[src/rtl/dmac_nch_datapath.sv]
// N-channel DMAC top datapath: request latching, channel arbitration, 4-word descriptor fetch and engine bus muxing.
// Build option: define DMAC_RR_ARB_EN for round-robin arbitration (default is fixed priority, lowest index wins).
module dmac_nch_datapath #(
    parameter int          NUM_CH      = 4,
    parameter int          CH_W        = $clog2(NUM_CH),
    parameter logic [31:0] PERI_BASE   = 32'h0000_0000,
    parameter logic [31:0] PERI_STRIDE = 32'h1000_0000
) (
    input  logic                  clk,
    input  logic                  rst,
    input  logic [NUM_CH-1:0]     dmac_req,
    input  logic                  HReady,
    input  logic [1:0]            M_HResp,
    input  logic [31:0]           MRData,
    input  logic [NUM_CH-1:0]     ch_irq,
    input  logic [32*NUM_CH-1:0]  ch_MAddress,
    input  logic [32*NUM_CH-1:0]  ch_MWData,
    input  logic [2*NUM_CH-1:0]   ch_MTrans,
    input  logic [NUM_CH-1:0]     ch_MWrite,
    input  logic [4*NUM_CH-1:0]   ch_MWStrb,
    input  logic [4*NUM_CH-1:0]   ch_MBurst,
    output logic [NUM_CH-1:0]     channel_en,
    output logic [31:0]           SAddr,
    output logic [31:0]           DAddr,
    output logic [31:0]           TSize,
    output logic [31:0]           Ctrl,
    output logic [31:0]           MAddress,
    output logic [31:0]           MWData,
    output logic [1:0]            MTrans,
    output logic                  MWrite,
    output logic [3:0]            MWStrb,
    output logic [3:0]            MBurst_Size,
    output logic [CH_W-1:0]       active_ch,
    output logic                  irq,
    output logic                  err_irq
);

    typedef enum logic [2:0] {
        S_IDLE    = 3'd0,
        S_FETCH_A = 3'd1,
        S_FETCH_D = 3'd2,
        S_RUN     = 3'd3,
        S_DONE    = 3'd4,
        S_ERR     = 3'd5
    } state_e;

    localparam logic [1:0] HTRANS_IDLE   = 2'b00;
    localparam logic [1:0] HTRANS_NONSEQ = 2'b10;
    localparam logic [1:0] HRESP_ERROR   = 2'b01;
    localparam logic [31:0] DESC_OFFSET  = 32'h0000_00A0;

    state_e              state_q, state_d;
    logic [NUM_CH-1:0]   pending_q, pending_d;
    logic [CH_W-1:0]     grant_q, grant_d;
    logic [1:0]          idx_q, idx_d;
    logic [31:0]         saddr_q, saddr_d;
    logic [31:0]         daddr_q, daddr_d;
    logic [31:0]         tsize_q, tsize_d;
    logic [31:0]         ctrl_q, ctrl_d;
    logic [NUM_CH-1:0]   grant_oh_s;
    logic [NUM_CH-1:0]   clr_s;
    logic [31:0]         fetch_addr_s;
    logic [CH_W-1:0]     pick_s;

`ifdef DMAC_RR_ARB_EN
    logic [CH_W-1:0]     last_q, last_d;

    // Round-robin: first pending channel after the previous winner, wrapping modulo NUM_CH.
    function automatic logic [CH_W-1:0] arb_pick(input logic [NUM_CH-1:0] req,
                                                 input logic [CH_W-1:0]   last);
        logic [CH_W-1:0] pick;
        logic            found;
        int              c;
        pick  = last;
        found = 1'b0;
        for (int i = 1; i <= NUM_CH; i++) begin
            c = (int'(last) + i) % NUM_CH;
            if (!found && req[c]) begin
                pick  = CH_W'(c);
                found = 1'b1;
            end
        end
        return pick;
    endfunction

    assign pick_s = arb_pick(pending_q, last_q);
`else
    // Fixed priority: lowest pending index wins.
    function automatic logic [CH_W-1:0] arb_pick(input logic [NUM_CH-1:0] req);
        logic [CH_W-1:0] pick;
        pick = {CH_W{1'b0}};
        for (int i = NUM_CH - 1; i >= 0; i--) begin
            if (req[i]) begin
                pick = CH_W'(i);
            end
        end
        return pick;
    endfunction

    assign pick_s = arb_pick(pending_q);
`endif

    assign grant_oh_s   = {{(NUM_CH-1){1'b0}}, 1'b1} << grant_q;
    assign clr_s        = ((state_q == S_DONE) || (state_q == S_ERR)) ? grant_oh_s : {NUM_CH{1'b0}};
    assign fetch_addr_s = PERI_BASE + (PERI_STRIDE * 32'(grant_q)) + DESC_OFFSET + {28'd0, idx_q, 2'b00};

    // Next-state logic: request latch, arbitration and descriptor fetch sequencing.
    always_comb begin
        state_d   = state_q;
        grant_d   = grant_q;
        idx_d     = idx_q;
        saddr_d   = saddr_q;
        daddr_d   = daddr_q;
        tsize_d   = tsize_q;
        ctrl_d    = ctrl_q;
`ifdef DMAC_RR_ARB_EN
        last_d    = last_q;
`endif
        // A new request on a bit being cleared this cycle must survive.
        pending_d = (pending_q & ~clr_s) | dmac_req;

        case (state_q)
            S_IDLE: begin
                if (|pending_q) begin
                    state_d = S_FETCH_A;
                    grant_d = pick_s;
                    idx_d   = 2'd0;
`ifdef DMAC_RR_ARB_EN
                    last_d  = pick_s;
`endif
                end else begin
                    state_d = S_IDLE;
                end
            end
            S_FETCH_A: begin
                if (HReady) begin
                    state_d = S_FETCH_D;
                end else begin
                    state_d = S_FETCH_A;
                end
            end
            S_FETCH_D: begin
                if (!HReady) begin
                    state_d = S_FETCH_D;
                end else if (M_HResp == HRESP_ERROR) begin
                    state_d = S_ERR;
                end else begin
                    case (idx_q)
                        2'd0:    saddr_d = MRData;
                        2'd1:    daddr_d = MRData;
                        2'd2:    tsize_d = MRData;
                        2'd3:    ctrl_d  = MRData;
                        default: saddr_d = saddr_q;
                    endcase
                    if (idx_q == 2'd3) begin
                        // An empty transfer never enables the engine.
                        state_d = (tsize_q == 32'd0) ? S_DONE : S_RUN;
                    end else begin
                        idx_d   = idx_q + 2'd1;
                        state_d = S_FETCH_A;
                    end
                end
            end
            S_RUN: begin
                if (ch_irq[grant_q]) begin
                    state_d = S_DONE;
                end else begin
                    state_d = S_RUN;
                end
            end
            S_DONE: begin
                ctrl_d  = 32'd0;
                state_d = S_IDLE;
            end
            S_ERR: begin
                state_d = S_IDLE;
            end
            default: begin
                state_d = S_IDLE;
            end
        endcase
    end

    // Output decode from registered state; engine bus is passed through only while running.
    always_comb begin
        channel_en  = {NUM_CH{1'b0}};
        MAddress    = 32'd0;
        MWData      = 32'd0;
        MTrans      = HTRANS_IDLE;
        MWrite      = 1'b0;
        MWStrb      = 4'h0;
        MBurst_Size = 4'h0;
        irq         = 1'b0;
        err_irq     = 1'b0;
        case (state_q)
            S_FETCH_A: begin
                MAddress = fetch_addr_s;
                MTrans   = HTRANS_NONSEQ;
                MWStrb   = 4'hF;
            end
            S_RUN: begin
                channel_en  = grant_oh_s;
                MAddress    = ch_MAddress[32*int'(grant_q) +: 32];
                MWData      = ch_MWData[32*int'(grant_q) +: 32];
                MTrans      = ch_MTrans[2*int'(grant_q) +: 2];
                MWrite      = ch_MWrite[grant_q];
                MWStrb      = ch_MWStrb[4*int'(grant_q) +: 4];
                MBurst_Size = ch_MBurst[4*int'(grant_q) +: 4];
            end
            S_DONE: begin
                irq = 1'b1;
            end
            S_ERR: begin
                err_irq = 1'b1;
            end
            default: begin
                irq = 1'b0;
            end
        endcase
    end

    assign SAddr     = saddr_q;
    assign DAddr     = daddr_q;
    assign TSize     = tsize_q;
    assign Ctrl      = ctrl_q;
    assign active_ch = grant_q;

    // State registers with synchronous reset.
    always_ff @(posedge clk) begin
        if (rst) begin
            state_q   <= S_IDLE;
            pending_q <= {NUM_CH{1'b0}};
            grant_q   <= {CH_W{1'b0}};
            idx_q     <= 2'd0;
            saddr_q   <= 32'd0;
            daddr_q   <= 32'd0;
            tsize_q   <= 32'd0;
            ctrl_q    <= 32'd0;
`ifdef DMAC_RR_ARB_EN
            // Start the search at channel 0 after reset.
            last_q    <= CH_W'(NUM_CH - 1);
`endif
        end else begin
            state_q   <= state_d;
            pending_q <= pending_d;
            grant_q   <= grant_d;
            idx_q     <= idx_d;
            saddr_q   <= saddr_d;
            daddr_q   <= daddr_d;
            tsize_q   <= tsize_d;
            ctrl_q    <= ctrl_d;
`ifdef DMAC_RR_ARB_EN
            last_q    <= last_d;
`endif
        end
    end

endmodule
[config.mk]
export PLATFORM = sky130hd
export DESIGN_NAME = dmac_nch_datapath
export DESIGN_NICKNAME = d
export VERILOG_FILES = /design/src/rtl/dmac_nch_datapath.sv
export SDC_FILE = /design/constraint.sdc
export NUM_CORES = 1
export LEC_CHECK = 0
export ABC_AREA = 1
export BUFFER_PORTS_ARGS = -buffer_cell sky130_fd_sc_hd__buf_4
export CAP_MARGIN = 20
export CELL_PAD_IN_SITES_DETAIL_PLACEMENT = 2
export CELL_PAD_IN_SITES_GLOBAL_PLACEMENT = 2
export CORE_AREA = 2 2 214 216
export DETAILED_ROUTE_END_ITERATION = 10
export DIE_AREA = 0 0 216 218
export HOLD_SLACK_MARGIN = 0.12
export PLACE_DENSITY_LB_ADDON = 0.1
export SKIP_CTS_REPAIR_TIMING = 1
export SYNTH_ARGS = -nofsm -noshare
export SYNTH_HDL_FRONTEND = slang
export SYNTH_SLANG_ARGS = --single-unit
[constraint.sdc]
create_clock -name clk -period 1.45 [get_ports clk]
set_clock_uncertainty 0.2 [all_clocks]
set_input_delay 0.145 -clock clk [delete_from_list [all_inputs] [get_ports clk]]
set_output_delay 0.145 -clock clk [all_outputs]
set_load 0.02 [all_outputs]
; ---- Word-level counts from Yosys, hierarchy flattened
; Index checks and enable logic that the tools add are counted.
[word_totals]
out_inout_bits = 211
input_bits = 345
reg_bits = 139
[classes]
addsub = 3
mux = 35
shift = 6
eq_ne = 14
n_reduce_logical = 13
order_cmp = 1
bitwise_logic = 4
[ops]
columns = op, n
row1 = 128-bit by 8-bit variable part select with 32-bit output, 2
row2 = 32-bit two-way mux, 4
row3 = 32-bit one-hot mux with 2 select lines, 2
row4 = 31-bit by 4-bit adder with 32-bit output, 1
row5 = 32-bit zero test, 1
row6 = 16-bit by 5-bit variable part select with 4-bit output, 2
row7 = "30-bit by 8-bit adder with 31-bit output, second input constant", 1
row8 = 2-bit two-way mux, 9
row9 = 4-bit AND reduction, 4
row10 = 3-bit two-way mux, 5
row11 = 4-bit two-way mux, 3
row12 = 3-bit one-hot mux with 4 select lines, 1
row13 = "2-bit != test, second input constant", 5
row14 = 2-bit one-hot mux with 2 select lines, 2
row15 = 4-bit one-hot mux with 2 select lines, 1
row16 = 8-bit by 4-bit variable part select with 2-bit output, 1
row17 = "3-bit by 2-bit equality test with 1-bit output, second input constant", 2
row18 = "3-bit equality test, second input constant", 2
row19 = 1-bit two-way mux, 6
row20 = 5-bit AND reduction, 1
row21 = 4-bit AND, 1
row22 = 1-bit binary-select mux with 2-bit select, 2
row23 = "2-bit by 1-bit equality test with 1-bit output, second input constant", 2
row24 = "2-bit equality test, second input constant", 2
row25 = other kinds (13), 14

; ---- Depth between registers and ports, before layout
; Gate-level depths: netlist of run 1.
[depth]
depth_word = 6
depth_mapped = 10
ltp_nobuf = 10

; ---- Worst setup path before layout of run 1
; No wires, ideal clock.
[synth_timing]
path_kind = register to output
start = register grant_q[1], in the netlist active_ch[1]
end = output MAddress[0]
setup_slack_ps = -357
n_path_buf = 3
stages_incl_launch_ff = 8
arrival_ps = 1462
path_cell_list = dfxtp_1 > buf_2 > nand2_1 > inv_2 > buf_2 > buf_2 > nand2_1 > a31oi_1
[synth_between]
elab_chain_len = 2
[synth_rtl]
columns = element, line
row1 = from (decl), 54  ; logic [CH_W-1:0] grant_q, grant_d;
row2 = from (signal assigned), 233  ; grant_q <= {CH_W{1'b0}};
row3 = from (signal assigned), 246  ; grant_q <= grant_d;
row4 = 128-bit by 8-bit variable part select with 32-bit output, 203  ; MAddress = ch_MAddress[32*int'(grant_q) +: 32];
row5 = 32-bit one-hot mux with 2 select lines, 195  ; case (state_q)
row6 = to (decl), 27  ; output logic [31:0] MAddress,
; No other way between the ends.

; ---- Worst setup path after layout of run 1
[layout_timing]
start = register grant_q[1], in the netlist active_ch[1]
end = output MAddress[25]
; The elaborated chain is that of the path after synthesis.

==> run_results.csv, run 1 <==
group,metric,value,unit
clocking,cts_tree,"done",
pwr,leakage,0.00701,uW
global_route,grt_pass1_wl,74700,um
floorplan,initial_core_util,0.168,
placement,pre_cts_ws,-0.486,ns
worst_setup_path,crit_required,1.11,ns
floorplan,num_rows,78,
logic_synthesis,yosys-top-cells-count,"229 x nand2_1, 227 x nor2_1, 139 x dfxtp_1",
worst_setup_path,cp_common_cell,"buf_6",
sta,hold_viol,0,
placement,io_buffers,555,
floorplan,pin_count,556,
clocking,clk_latency,0.44,ns
logic_synthesis,synth_flop_cell,"dfxtp_1",
clocking,cts.htree.levels,4,
pwr,powerDensity,778,nW/um2
pwr,clkPwrFrac,0.345,
route,ant_nets,0,
hold_path,hold_class,"input pin to register",
worst_setup_path,critPathBufInv,4,
sta,worstMarginPinSlew,0.337,ns
clocking,clock_path_buffers,2,
worst_setup_path,critical_path_class,"register to primary output",
placement,place.gp.congestion,0.849,
worst_setup_path,cp_slowest_cell,"dfxtp_4",
logic_synthesis,synth_seq_cells,139,
status,violations,"negative setup slack",
logic_synthesis,syn_area,7520,um2
pwr,p_sw,4290,uW
worst_setup_path,cp.arrival,1.97,ns
logic_synthesis,synth_most_common_cell,"nand2_1",
global_route,antenna_found_initial,7,
logic_synthesis,synth_top_area_frac,0.370,
logic_synthesis,synth.distinct_cells,35,
worst_setup_path,cp-end-kind,"primary output",
cells_and_area,nNetsFinal,2141,
logic_synthesis,postSynthAreaPerCell,7.05,um2
logic_synthesis,synth_edf_count,0,
floorplan,die_w,216,um
logic_synthesis,ys_async_sr_fraction,0,
sta,setup_viol,220,
pwr,pwr-share-comb,0.359,
logic_synthesis,yosysTopAreaCell,"dfxtp_1",
worst_setup_path,path_delay_family,"buffers and inverters",
floorplan,coreArea,44900,um2
worst_setup_path,cp-start-kind,"register",
flow_run,max_cap_viol_count,0,
sta,rsz0062_at_grt,"true",
route,vias,10900,
route,drtIter0Drc,339,
route,firstDrtPassIters,6,
global_route,grt_util_all_layers,0.213,
sta,post-route-period-util,1.60,
logic_synthesis,ys_seq_area_frac,0.370,
global_route,grt_max_degree,57,
route,vias_per_cell,4.50,
placement,hpwlAfterDp,42300,um
worst_setup_path,max_stage_delay,0.36,ns
sta,slew_viol_final,0,
pwr,switching_share,0.319,
placement,dpl.cell_count,2268,
cells_and_area,drive_gt1_frac,0.563,
route,wl,57800,um
cells_and_area,syn_to_final_growth,130,%
worst_setup_path,path_max_fanout,5,
sta,slew_headroom,0.776,
route,wl_per_cell,24.0,um
clocking,cts_made_buffers,17,
logic_synthesis,synth_nets,1416,
sta,max_clock_freq,431,MHz
global_route,overflow,0,
sta,setup_slack,-0.868,ns
worst_setup_path,crit_chain,"buf_12, nor2_4, buf_6, clkbuf_16, a22oi_1, a31oi_4, buf_6",
sta,fin_crit,2.32,ns
pwr,ir_drop,0.000856,V
route,route.detailed.drc,0,
clocking,clock_sinks,139,
floorplan,dieArea,47100,um2
floorplan,die_h,218,um
cells_and_area,stdcell_count,2411,
logic_synthesis,synth.area.top_cells,"dfxtp_1 37%, nand2_1 11%, nor2_1 11%",
status,status,"complete, but fails checks",
clocking,clkTransAtPathRegs,0.06,ns
clocking,cts_root_buf,"clkbuf_16",
pwr,seqPwrFrac,0.296,
global_route,grt_pass1_vias,10900,
logic_synthesis,synthCells,1067,
sta,hold-worst-slack,0.0978,ns
logic_synthesis,ys_warn_count,0,
pwr,internal-power,9150,uW
## final timing paths
path,start,to,slack [ns],depth (start not counted)
worst max-delay path,active_ch[1],MAddress[25],-0.87,7
worst min-delay path,HReady,idx_q[0],0.1,5
worst max register to register,active_ch[1],state_q[1],-0.38,13
worst min register to register,Ctrl[31],Ctrl[31],0.27,2
## sequential cells by signal, summed over array words and instances (netlist names)
name       flops
state_q        3
idx_q          2
SAddr         32
pending_q      4
DAddr         32
active_ch      2
Ctrl          32
TSize         32
## metal layers
metal	GRT usage	up-vias	part of all wire
li1	-	5090	-
met1	0.240	5374	0.37
met2	0.389	331	0.53
met3	0.0650	59	0.070
met4	0.0534	2	0.023
met5	0	-	0.00023
## area by class of cell
type / instances / area, um2
diodes: 7 / 17.5
clock buffers: 21 / 470
clock inverters: 10 / 141
fillers: 4984 / 27600
inverters: 31 / 218
multi-input cells: 813 / 5540
flip-flops and latches: 139 / 2800
well taps: 600 / 751
repair buffers: 788 / 7320
repair inverters: 2 / 22.5
## layout by cell type, fill, tap and decap left out, types with 10 or more instances in the layout
| cell type | count |
|---|---|
| a21oi_1 | 21 |
| a22oi_2 | 35 |
| nor2_1 | 220 |
| a22oi_1 | 30 |
| buf_4 | 590 |
| nand2_1 | 209 |
| o21ai_0 | 85 |
| dlygate4sd3_1 | 42 |
| dfxtp_1 | 133 |
| a21oi_2 | 32 |
| nand3_2 | 24 |
| inv_1 | 15 |
| a31oi_4 | 60 |
| o21ai_1 | 15 |
| clkbuf_16 | 38 |
| nand2_2 | 16 |
| buf_6 | 84 |
| buf_12 | 42 |
| nor2_4 | 10 |
| nand3_4 | 10 |
## stage by stage
step	cell area, um2	total power, uW	utilization	TNS, ns
floorplan	8650	5850	-	-14.23
CTS	15100	12500	0.336	-87.21
global route	17300	14100	0.385	-116.31
finish	17300	13400	0.385	-96.12
global placement	14500	7770	0.322	-47.90
detailed placement	14500	7840	0.322	-54.56
## kinds of logic (layout without fill, tap and decap cells)
kind of cell    after synthesis  in the layout  share of synthesized area
compound gates              300            300                      0.253
fa+ha+maj                     4              4                    0.00665
buf+inv                     115            852                     0.0785
flops                       139            139                      0.370
other cells                   0              7                          0
simple gates                509            509                      0.292
## worst min-delay path, cell delays in order
cell,delay (ns)
buf_4,0.11
nand2_1,0.14
nand2_4,0.08
nand2_1,0.13
a21oi_1,0.08
## power by group through the flow
stage | Sequential, uW | Clock (uW) | Combinational, uW
final | 3980 | 4640 | 4820
after global routing | 3990 | 4950 | 5110
after CTS | 3980 | 4780 | 3790
after detailed placement | 4060 | 0 | 3780
after global placement | 4060 | 0 | 3710
after floorplan | 4120 | 0 | 1730
Power figures use the tool's default switching activity.
==> inputs of run 2 (changes only) <==
SKIP_CTS_REPAIR_TIMING = unset   (was 1)
==> run_results.csv, run 2 (synthesis results as in run 1) <==
group,metric,value,unit
status,status,"complete, but fails checks",
status,violations,"negative setup slack",
sta,fin_crit,2.30,ns
floorplan,dieArea,47100,um2
clocking,cts.htree.levels,4,
global_route,antenna_found_initial,8,
sta,slew_headroom,0.784,
route,vias,10900,
global_route,grt_pass1_wl,78400,um
clocking,cts_root_buf,"clkbuf_16",
worst_setup_path,cp-startpoint,"active_ch[0]",
pwr,powerDensity,784,nW/um2
cells_and_area,nNetsFinal,2153,
sta,slew_viol_final,0,
pwr,leakage,0.00716,uW
placement,io_buffers,555,
floorplan,initial_core_util,0.168,
worst_setup_path,endpoint,"MAddress[2]",
route,drtIter0Drc,331,
worst_setup_path,cp.arrival,1.95,ns
route,route.detailed.drc,0,
flow_run,max_cap_viol_count,0,
sta,rsz0062_at_grt,"true",
worst_setup_path,rrSetupSlack,-0.30,ns
route,wl_per_cell,24.2,um
cells_and_area,stdcell_area,17700,um2
worst_setup_path,cp-start-kind,"register",
cells_and_area,syn_to_final_growth,135,%
sta,setup_slack,-0.848,ns
worst_setup_path,r2r-start,"active_ch[1]",
cells_and_area,final_cell_mix,"591 x buf_4, 214 x nor2_1, 175 x nand2_1, 132 x dfxtp_1, 90 x buf_6",
sta,setup_viol,220,
hold_path,hold_class,"input pin to register",
worst_setup_path,critical_path_class,"register to primary output",
route,wl,58600,um
worst_setup_path,crit_required,1.11,ns
global_route,overflow,0,
sta,max_clock_freq,435,MHz
sta,hold-worst-slack,0.200,ns
worst_setup_path,r2r_end,"state_q[1]",
worst_setup_path,path_max_fanout,6,
floorplan,num_rows,78,
route,firstDrtPassIters,6,
clocking,clkTransAtPathRegs,0.06,ns
worst_setup_path,r2r_cells,12,
global_route,grt_util_all_layers,0.224,
placement,hpwlAfterDp,42300,um
sta,post-route-period-util,1.59,
floorplan,pin_count,556,
floorplan,coreArea,44900,um2
floorplan,die_w,216,um
clocking,clock_sinks,139,
clocking,clk_latency,0.44,ns
sta,setup_tns,-86.98,ns
clocking,cts_tree,"done",
sta,worstMarginPinSlew,0.325,ns
global_route,grt_pass1_vias,11400,
route,vias_per_cell,4.47,
global_route,grt_max_degree,57,
placement,place.gp.congestion,0.849,
cells_and_area,final_common_cell,"buf_4",
cells_and_area,drive_gt1_frac,0.612,
route,ant_nets,0,
clocking,clock_path_buffers,2,
placement,place_area,14500,um2
floorplan,die_h,218,um
clocking,cts_made_buffers,17,
worst_setup_path,cp-end-kind,"primary output",
pwr,ir_drop,0.000856,V
sta,hold_viol,0,
-- run 2: cell count changes in the layout (fill, tap and decap cells not counted), sizes merged, moves of 2 or more --
cell	previous run	this run
clkinv	10	7
diode	7	11
buf	725	741
clkbuf	42	37
inv	28	30
-- run 2: cell type report --
| type | instances | area [um2] |
|---|---|---|
| repair buffers | 801 | 7530 |
| repair inverters | 1 | 11.3 |
| well taps | 600 | 751 |
| inverters | 31 | 191 |
| diodes | 11 | 27.5 |
| clock buffers | 21 | 470 |
| clock inverters | 10 | 141 |
| fillers | 4942 | 27200 |
| multi-input cells | 813 | 5770 |
| flip-flops and latches | 139 | 2800 |
-- run 2: timing repair --
item	in CTS	in global routing
buffers inserted	22	25
endpoints found under the hold margin	139	0
resized for setup	164	166
hold buffers	43	0
pin swaps	13	41
setup endpoints to repair	218	224
cloned	7	20
-- run 2: power breakdown --
group / internal, uW / switching (uW)
registers: 3910 / 72.4
logic: 2650 / 2580
clock network: 2830 / 1820
total: 9400 / 4470
-- run 2: layer usage --
layer / wire length (um) / vias to the layer above / GRT usage
met1: 22100 / 5340 / 0.248
met3: 3700 / 64 / 0.0654
met4: 1610 / 0 / 0.0637
met5: 0 / - / 0
met2: 31200 / 326 / 0.414
li1: - / 5125 / -
-- run 2: critical path, stage by stage, from the launching register on --
cell     delay, ns
dfxtp_4       0.37
buf_4         0.14
nand2_4       0.09
inv_6         0.05
buf_12        0.14
buf_12        0.14
nand2_1       0.06
nand4_1       0.18
nand2_1       0.12
o21ai_2       0.06
buf_6         0.13
-- run 2: through the flow --
stage	setup WS, ns	cells	util	total power (uW)
floorplan	-0.283	1067	-	5850
global placement	-0.447	2268	0.322	7770
detailed placement	-0.486	2268	0.322	7840
CTS	-0.846	2371	0.366	13100
global route	-0.952	2426	0.394	14500
finish	-0.848	2427	0.394	13900
-- run 2: worst min path at each step --
stage                      startpoint      endpoint  slack, ns  cells past startpoint
after floorplan           dmac_req[0]  pending_q[0]       0.07                      2
after global placement    dmac_req[1]  pending_q[1]       0.16                      3
final                      M_HResp[0]    state_q[1]       0.20                     10
after global routing      dmac_req[2]  pending_q[2]       0.30                      4
after detailed placement  dmac_req[2]  pending_q[2]       0.18                      3
after CTS                  M_HResp[0]    state_q[1]       0.19                     10
